### src/rtl/icache_linefill_responder.sv
// icache_linefill_responder
//
// Memory/L2 stand-in for the icache miss path. Line read requests are queued
// in order. After a fixed latency, one full 512-bit line is returned for each
// request on the rxdat channel. The line data depends only on the line
// address: 32-bit word k holds the byte address of that word. This lets the
// consumer check every line without a reference memory.
//
// Handshake rule for both channels: a transfer happens on a rising clk edge
// where vld && rdy are both high. Once the responder raises rxdat_vld, it
// holds vld and the whole payload stable until that transfer. The icache may
// hold rxdat_rdy high while vld is low; this has no effect.
//
// Ports
//   clk, rst_n                  clock, asynchronous active-low reset
//   downstream_txreq_vld/rdy    request handshake (rdy = request FIFO not full)
//   downstream_txreq_addr       request byte address, bits [5:0] ignored
//   downstream_txreq_entry_idx  requesting MSHR entry
//   downstream_txreq_txnid      upstream transaction id
//   downstream_rxdat_vld/rdy    response handshake
//   downstream_rxdat_data       line data
//   downstream_rxdat_entry_idx  echoed entry index
//   downstream_rxdat_txnid      echoed transaction id
//   downstream_rxdat_opcode     RSP_OPCODE while vld, otherwise 0
//   outstanding_cnt             entries held, including the one being sent
//   fsm_state                   response FSM state (0 idle, 1 wait, 2 send)
module icache_linefill_responder #(
  parameter int REQ_DEPTH       = 4,
  parameter int RSP_LATENCY     = 8,
  parameter int ADDR_WIDTH      = 32,
  parameter int DATA_WIDTH      = 512,
  parameter int ENTRY_IDX_WIDTH = 3,
  parameter int TXNID_WIDTH     = 8,
  parameter int OPCODE_WIDTH    = 4,
  parameter logic [OPCODE_WIDTH-1:0] RSP_OPCODE = OPCODE_WIDTH'(4)
) (
  input  logic                          clk,
  input  logic                          rst_n,
  input  logic                          downstream_txreq_vld,
  output logic                          downstream_txreq_rdy,
  input  logic [ADDR_WIDTH-1:0]         downstream_txreq_addr,
  input  logic [ENTRY_IDX_WIDTH-1:0]    downstream_txreq_entry_idx,
  input  logic [TXNID_WIDTH-1:0]        downstream_txreq_txnid,
  output logic                          downstream_rxdat_vld,
  input  logic                          downstream_rxdat_rdy,
  output logic [DATA_WIDTH-1:0]         downstream_rxdat_data,
  output logic [ENTRY_IDX_WIDTH-1:0]    downstream_rxdat_entry_idx,
  output logic [TXNID_WIDTH-1:0]        downstream_rxdat_txnid,
  output logic [OPCODE_WIDTH-1:0]       downstream_rxdat_opcode,
  output logic [$clog2(REQ_DEPTH):0]    outstanding_cnt,
  output logic [1:0]                    fsm_state
);

  localparam int PTR_W   = $clog2(REQ_DEPTH);
  localparam int CNT_W   = PTR_W + 1;
  localparam int LAT_W   = (RSP_LATENCY > 1) ? $clog2(RSP_LATENCY) : 1;
  localparam int LINE_W  = ADDR_WIDTH - 6;
  localparam int ENTRY_W = LINE_W + ENTRY_IDX_WIDTH + TXNID_WIDTH;
  localparam logic [LAT_W-1:0] LAT_LOAD = LAT_W'(RSP_LATENCY - 1);

  typedef enum logic [1:0] {
    ST_IDLE = 2'd0,
    ST_WAIT = 2'd1,
    ST_SEND = 2'd2
  } state_t;

  state_t                     state_q, state_d;
  logic [LAT_W-1:0]           cnt_q, cnt_d;
  logic [ENTRY_W-1:0]         mem [REQ_DEPTH];
  logic [PTR_W-1:0]           wr_ptr, rd_ptr;
  logic [CNT_W-1:0]           count_q;
  logic                       push, pop, load;
  logic [LINE_W-1:0]          head_line;
  logic [ENTRY_IDX_WIDTH-1:0] head_entry;
  logic [TXNID_WIDTH-1:0]     head_txnid;

  logic                       vld_q;
  logic [DATA_WIDTH-1:0]      data_q;
  logic [ENTRY_IDX_WIDTH-1:0] entry_q;
  logic [TXNID_WIDTH-1:0]     txnid_q;
  logic [OPCODE_WIDTH-1:0]    op_q;

  // Byte offset within the line plays no part in the response.
  logic unused_offset;
  assign unused_offset = ^downstream_txreq_addr[5:0];

  // Word k of the line = byte address of word k.
  function automatic logic [DATA_WIDTH-1:0] line_data(input logic [LINE_W-1:0] line);
    logic [DATA_WIDTH-1:0] d;
    logic [ADDR_WIDTH-1:0] ba;
    d = '0;
    for (int k = 0; k < 16; k++) begin
      ba = {line, 6'(k * 4)};
      d[32*k +: 32] = 32'(ba);
    end
    return d;
  endfunction

  // No look-ahead at a same-cycle pop: a full FIFO refuses even while draining.
  assign downstream_txreq_rdy = (count_q != CNT_W'(REQ_DEPTH));
  assign push = downstream_txreq_vld && downstream_txreq_rdy;
  assign {head_line, head_entry, head_txnid} = mem[rd_ptr];

  // Response FSM. In IDLE, a request arriving this cycle also counts as
  // pending. This way the latency runs from the accepting edge and not one
  // cycle later.
  always_comb begin
    state_d = state_q;
    cnt_d   = cnt_q;
    pop     = 1'b0;
    load    = 1'b0;
    case (state_q)
      ST_IDLE: begin
        if (count_q != '0 || push) begin
          state_d = ST_WAIT;
          cnt_d   = LAT_LOAD;
        end
      end
      ST_WAIT: begin
        if (cnt_q == '0) begin
          state_d = ST_SEND;
          load    = 1'b1;
        end else begin
          cnt_d = cnt_q - 1'b1;
        end
      end
      ST_SEND: begin
        if (vld_q && downstream_rxdat_rdy) begin
          pop = 1'b1;
          if (count_q > CNT_W'(1) || push) begin
            state_d = ST_WAIT;
            cnt_d   = LAT_LOAD;
          end else begin
            state_d = ST_IDLE;
          end
        end
      end
      default: state_d = ST_IDLE;
    endcase
  end

  always_ff @(posedge clk or negedge rst_n) begin
    if (!rst_n) begin
      state_q <= ST_IDLE;
      cnt_q   <= '0;
    end else begin
      state_q <= state_d;
      cnt_q   <= cnt_d;
    end
  end

  // FIFO storage holds no reset state; pointers and count define validity.
  always_ff @(posedge clk) begin
    if (push) mem[wr_ptr] <= {downstream_txreq_addr[ADDR_WIDTH-1:6],
                              downstream_txreq_entry_idx, downstream_txreq_txnid};
  end

  always_ff @(posedge clk or negedge rst_n) begin
    if (!rst_n) begin
      wr_ptr  <= '0;
      rd_ptr  <= '0;
      count_q <= '0;
    end else begin
      if (push) wr_ptr <= wr_ptr + 1'b1;
      if (pop)  rd_ptr <= rd_ptr + 1'b1;
      case ({push, pop})
        2'b10:   count_q <= count_q + 1'b1;
        2'b01:   count_q <= count_q - 1'b1;
        default: count_q <= count_q;
      endcase
    end
  end

  // The payload is captured once on entry to SEND. It is cleared on the
  // handshake, so idle outputs read as zero.
  always_ff @(posedge clk or negedge rst_n) begin
    if (!rst_n) begin
      vld_q   <= 1'b0;
      data_q  <= '0;
      entry_q <= '0;
      txnid_q <= '0;
      op_q    <= '0;
    end else if (load) begin
      vld_q   <= 1'b1;
      data_q  <= line_data(head_line);
      entry_q <= head_entry;
      txnid_q <= head_txnid;
      op_q    <= RSP_OPCODE;
    end else if (pop) begin
      vld_q   <= 1'b0;
      data_q  <= '0;
      entry_q <= '0;
      txnid_q <= '0;
      op_q    <= '0;
    end
  end

  assign downstream_rxdat_vld       = vld_q;
  assign downstream_rxdat_data      = data_q;
  assign downstream_rxdat_entry_idx = entry_q;
  assign downstream_rxdat_txnid     = txnid_q;
  assign downstream_rxdat_opcode    = op_q;
  assign outstanding_cnt            = count_q;
  assign fsm_state                  = state_q;

endmodule
### config.mk
export PLATFORM = sky130hd
export DESIGN_NAME = icache_linefill_responder
export DESIGN_NICKNAME = d
export VERILOG_FILES = /design/src/rtl/icache_linefill_responder.sv
export SDC_FILE = /design/constraint.sdc
export NUM_CORES = 1
export LEC_CHECK = 0
export CORE_AREA = 2 2 224 226
export CTS_BUF_LIST = sky130_fd_sc_hd__clkbuf_4
export DETAILED_ROUTE_END_ITERATION = 12
export DIE_AREA = 0 0 226 228
export PLACE_DENSITY_LB_ADDON = 0.12
export SYNTH_ARGS = -nofsm -noshare
export SYNTH_HDL_FRONTEND = slang
export SYNTH_SLANG_ARGS = --single-unit
### constraint.sdc
create_clock -name clk -period 6.1 [get_ports clk]
set_clock_uncertainty 0.2 [all_clocks]
set_input_delay 1.22 -clock clk [delete_from_list [all_inputs] [get_ports clk]]
set_output_delay 1.22 -clock clk [all_outputs]
set_load 0.02 [all_outputs]
Word level (Yosys, flattened, before mapping)
Memory sizes are Yosys's and may differ from the RTL's.
Index checks and enable logic that the tools add are counted.
Cells by class
  multiplexer cells: 27
  magnitude comparators: 1
  eq/ne operators: 10
  add/subtract/negate cells: 5
  reductions and logical operators: 12
Operator list (number)
  $mux 512: 2
  $mux 3: 6
  $mux 8: 2
  $ne 2x2->1 const B: 5
  $mux 1: 9
  $pmux 3 s3: 1
  $mux 4: 2
  $mux 2: 3
  $pmux 2 s3: 1
  $pmux 3 s2: 1
  $reduce_bool 3->1: 2
  $sub 3x1->3 const B: 2
  $reduce_and 5->1: 1
  $add 2x1->2 const B: 2
  $eq 2x1->1 const B: 2
  $eq 2x2->1 const B: 2
  $reduce_bool 2->1: 2
  $add 3x1->3 const B: 1
  $gt 3x1->1 const B: 1
  $logic_not 3->1: 1
  $ne 3x3->1 const B: 1
  $reduce_and 3->1: 1
  $logic_and 1x1->1: 2
  $logic_not 2->1: 1
  $logic_or 1x1->1: 2
Storage, ports and cells
  word-level logic and storage cells: 66
  register bits: 540
  RAM bits: 148
  input bits: 47
  memories: 1
  output and inout bits: 534
Memories
  mem: words 4, bits a word 37, rd ports 1, clocked after Yosys merged registers in 0, write ports 1, RTL line 69  | logic [ENTRY_W-1:0] mem [REQ_DEPTH];

Logic depth before layout (Yosys ltp)
  depth after elaboration: 6
  gate-level depth with buffers: 9
  depth with buffers taken out: 9

Worst setup path after synthesis
OpenSTA, ideal clock, no wires.
  kind: in2reg
  from: input port downstream_txreq_vld
  to: memory mem[0][0] (netlist bit), enable pin
  setup slack: 3.336 ns
  cell stages on the path: 1
  buffers on the path: 0
  library setup time: 0.398 ns
  arrival time: 2.166 ns
  data required time: 5.502 ns
  path through: and3_1
Between the ends
  cells in the longest elaborated chain, start to end: 3
RTL lines
  from (decl): RTL line 39  | input logic downstream_txreq_vld,
  $logic_and 1x1->1: RTL line 101  | assign push = downstream_txreq_vld && downstream_txreq_rdy;
  $mux 1: RTL line 154  | if (push) mem[wr_ptr] <= {downstream_txreq_addr[ADDR_WIDTH-1:6],
  $mux 1 (not written as such): RTL line 154
  to (decl): RTL line 69
Every way passes these cells.

==> flow_metrics.tcl <==
set metrics [dict create \
    status "complete, no violations" \
    setup_viol 0 \
    design_area_sq_um 13800 \
    io_pins 581 \
    clock_sinks 198 \
    gp_congestion 0.658 \
    powerDensity_nw_per_um2 592 \
    r2r_slack_ps 3420 \
    tightestPinTransition_ps 899 \
    first_pass_iters 5 \
    pre_cts_ws_ps 2560 \
    drv_cap 0 \
    root_buffer "clkbuf_4" \
    crit_chain "clkdlybuf4s50_1" \
    crit_buf_inv 1 \
    cts_tree "done" \
    die_w_um 226 \
    start_util 0.226 \
    drt_iter0_drc 247 \
    ant_nets 0 \
    setup_tns_ps 0 \
    post-dp-hpwl_mm 16.8 \
    synth_cells 842 \
    cts_buffers 17 \
    gr-total-overflow 0 \
    critPathKind "register to primary output" \
    wl_mm 25.4 \
    cp_slowest_stage_delay_ps 970 \
    yosys.area.top_type "edfxtp_1" \
    cp_top_family "flip-flops" \
    fin_nets 992 \
    rsz0062_at_grt "no" \
    startpoint "downstream_rxdat_data[485]" \
    worstSetupEndpointType "primary output" \
    fin_hold_ws_ps 330 \
    syn_to_final_growth_pct 24.2 \
    layout_min_cycle_time_ps 3750 \
    rows 82 \
    worstSetupStartpointType "register" \
    grt_antenna_before_repair 2 \
    htreeDepth 4 \
    dieArea_sq_um 51500 \
    topRoutingLayerUsed "met5" \
    clockBufferDepth 2 \
    clk_latency_ps 580 \
    crit_cells 1 \
    post_cts_buffers 0 \
    fin_ws_ps 2350 \
    syn_avg_cell_area_sq_um 13.2 \
    hold_buffers 0 \
    hp-class "register to register" \
    synth_top_area_share 0.399 \
    grt_pass1_vias 5292 \
    cts_resized 0 \
    place_area_sq_um 13500 \
    r2r_start "downstream_rxdat_data[485]" \
    ir_worst_vdd_mv 0.280 \
    yosysWarnings 0 \
    wire_per_inst_um 15.7 \
    wl_met3_mm 1.64 \
    wl_met2_mm 13.5 \
    die_h_um 228 \
    slew_headroom 0.401 \
    synthTopCellsByArea "edfxtp_1 (40%), buf_4 (33%), dfrtp_1 (11%)" \
    grt_max_degree 51 \
    arrival_ps 2330 \
    coreArea_sq_um 49300 \
    final_cells 1623 \
    netlist_area_sq_um 11100 \
    wl_met1_mm 10.1 \
    fillCellCount 4989 \
    critPathCapture "downstream_rxdat_data[290]" \
    dp.cells 1587 \
    fmax_ghz 0.267 \
    drc 0 \
    fin_crit_sh 0.614 \
    rr_worst_depth 6 \
    ys_seq_elements 198 \
    crit_fanout 36 \
    cpMaxStageDelayCell "dfrtp_1" \
    post_drt_via_cell_ratio 3.44 \
    io_buffers 507 \
    ys_types 32 \
    rr_endpoint "outstanding_cnt[2]" \
    cts.clk_slew.worst_paths_ps 180 \
    seq_area_frac_synth 0.512 \
    via_count 5580 \
    groute.usage.overall 0.0937 \
    leakage_nw 4.88 \
    drive_above_1_share 0.0940 \
    slew_violations 0 \
    worst_ep_required_time_ps 4680 \
    grt_pass1_wl_mm 35.7 \
    finalHoldViolCount 0 \
]
[sequential cells by signal, indices dropped and copies added (netlist names)]
register and flops:
downstream_rxdat_entry_idx 3, wr_ptr 2, mem 148, downstream_rxdat_data 27, downstream_rxdat_txnid 8, cnt_q 3, outstanding_cnt 3, fsm_state 2
rd_ptr 2
[cells by family (layout without fill, tap and decap cells)]
| logic type | after synthesis | count (layout) | synth area share |
|---|---|---|---|
| buffers and inverters | 516 | 555 | 0.346 |
| flip-flops | 198 | 198 | 0.512 |
| AO/OA/AOI/OAI | 48 | 48 | 0.0361 |
| multiplexers | 38 | 38 | 0.0758 |
| AND/OR/NAND/NOR | 23 | 23 | 0.0127 |
| adder cells (fa/ha/maj) | 11 | 11 | 0.0124 |
| XOR/XNOR | 7 | 7 | 0.00551 |
| other | 1 | 71 | 0.000337 |
[report_power, final]
group / total, mW / internal [mW] / switching, mW
logic: 5.15 / 2.54 / 2.62
clock network: 0.699 / 0.194 / 0.506
registers: 2.33 / 1.80 / 0.529
[metal layers]
layer  up-vias  global-route usage
li1       2524                   -
met3         7              0.0227
met5         -                   0
met1      2765               0.108
met4         2              0.0230
met2       282               0.172
[worst register-to-register path: stages (launching register included)]
cell and delay [ps]:
dfrtp_1 970, nand2_1 280, nor3_4 430, ha_1 290, mux2i_1 200, nor2_1 70, xor2_1 140
[how the worst min path moves through the flow]
stage	to	cells after the start	startpoint	slack (ps)
after floorplan	cnt_q[0]	2	cnt_q[0]	320
after global placement	downstream_rxdat_txnid[2]	1	downstream_rxdat_txnid[2]	290
after detailed placement	downstream_rxdat_txnid[1]	1	downstream_rxdat_txnid[1]	290
after CTS	downstream_rxdat_txnid[1]	1	downstream_rxdat_txnid[1]	330
after global routing	downstream_rxdat_txnid[1]	1	downstream_rxdat_txnid[1]	340
final	downstream_rxdat_txnid[1]	1	downstream_rxdat_txnid[1]	330
[through the flow]
step	util	total power, mW
2_1_floorplan	-	6.37
3_5_place_dp	0.274	7.63
6_report	0.280	8.18
5_1_grt	0.280	8.62
4_1_cts	0.280	8.36
3_3_place_gp	0.274	7.67
[layout by cell type (no fill, tap or decap), types with 2 or more instances in the layout]
cell type,synthesis,layout
buf_4,492,7
conb_1,1,67
nand2_1,5,5
inv_6,0,2
and3_2,0,5
nor2_1,7,7
a21oi_1,3,3
mux4_2,37,37
xnor2_1,4,4
inv_8,0,4
xor2_1,3,3
clkdlybuf4s50_1,0,506
inv_1,9,9
a22o_1,37,37
dfrtp_1,50,48
ha_1,11,11
clkinv_8,0,2
clkinv_4,0,4
edfxtp_1,148,148
diode_2,0,4
clkbuf_4,0,19
o21ai_0,3,3
[synth_stat cells]
master and number:
mux2i_1 1, inv_1 9, buf_8 3, nor3_4 1
a22o_1 37, nor2_8 1, o41ai_2 1, buf_6 3
ha_1 11, buf_4 492, and3_1 5, dfrtp_1 50
a211oi_1 1, mux4_2 37, nor3_1 1, a21oi_1 3
inv_2 1, and2_1 1, a31o_1 1, o21bai_1 1
xor2_1 3, nor2_1 7, o21ai_0 3, a22oi_1 1
nand2b_2 1, clkbuf_1 3, conb_1 1, nor2b_2 1
nand2_1 5, buf_2 5, edfxtp_1 148, xnor2_1 4
[cell type report]
type,instances,area [sq um],share of cell area
multi-input cells,194,1840,0.133
well taps,672,841,0.0608
clock inverters,13,138,0.00995
diodes,4,10.0,0.000724
inverters,10,37.5,0.00271
flip-flops and latches,198,5700,0.412
repair buffers,513,5120,0.370
clock buffers,19,143,0.0103
Power figures use the tool's default switching activity.
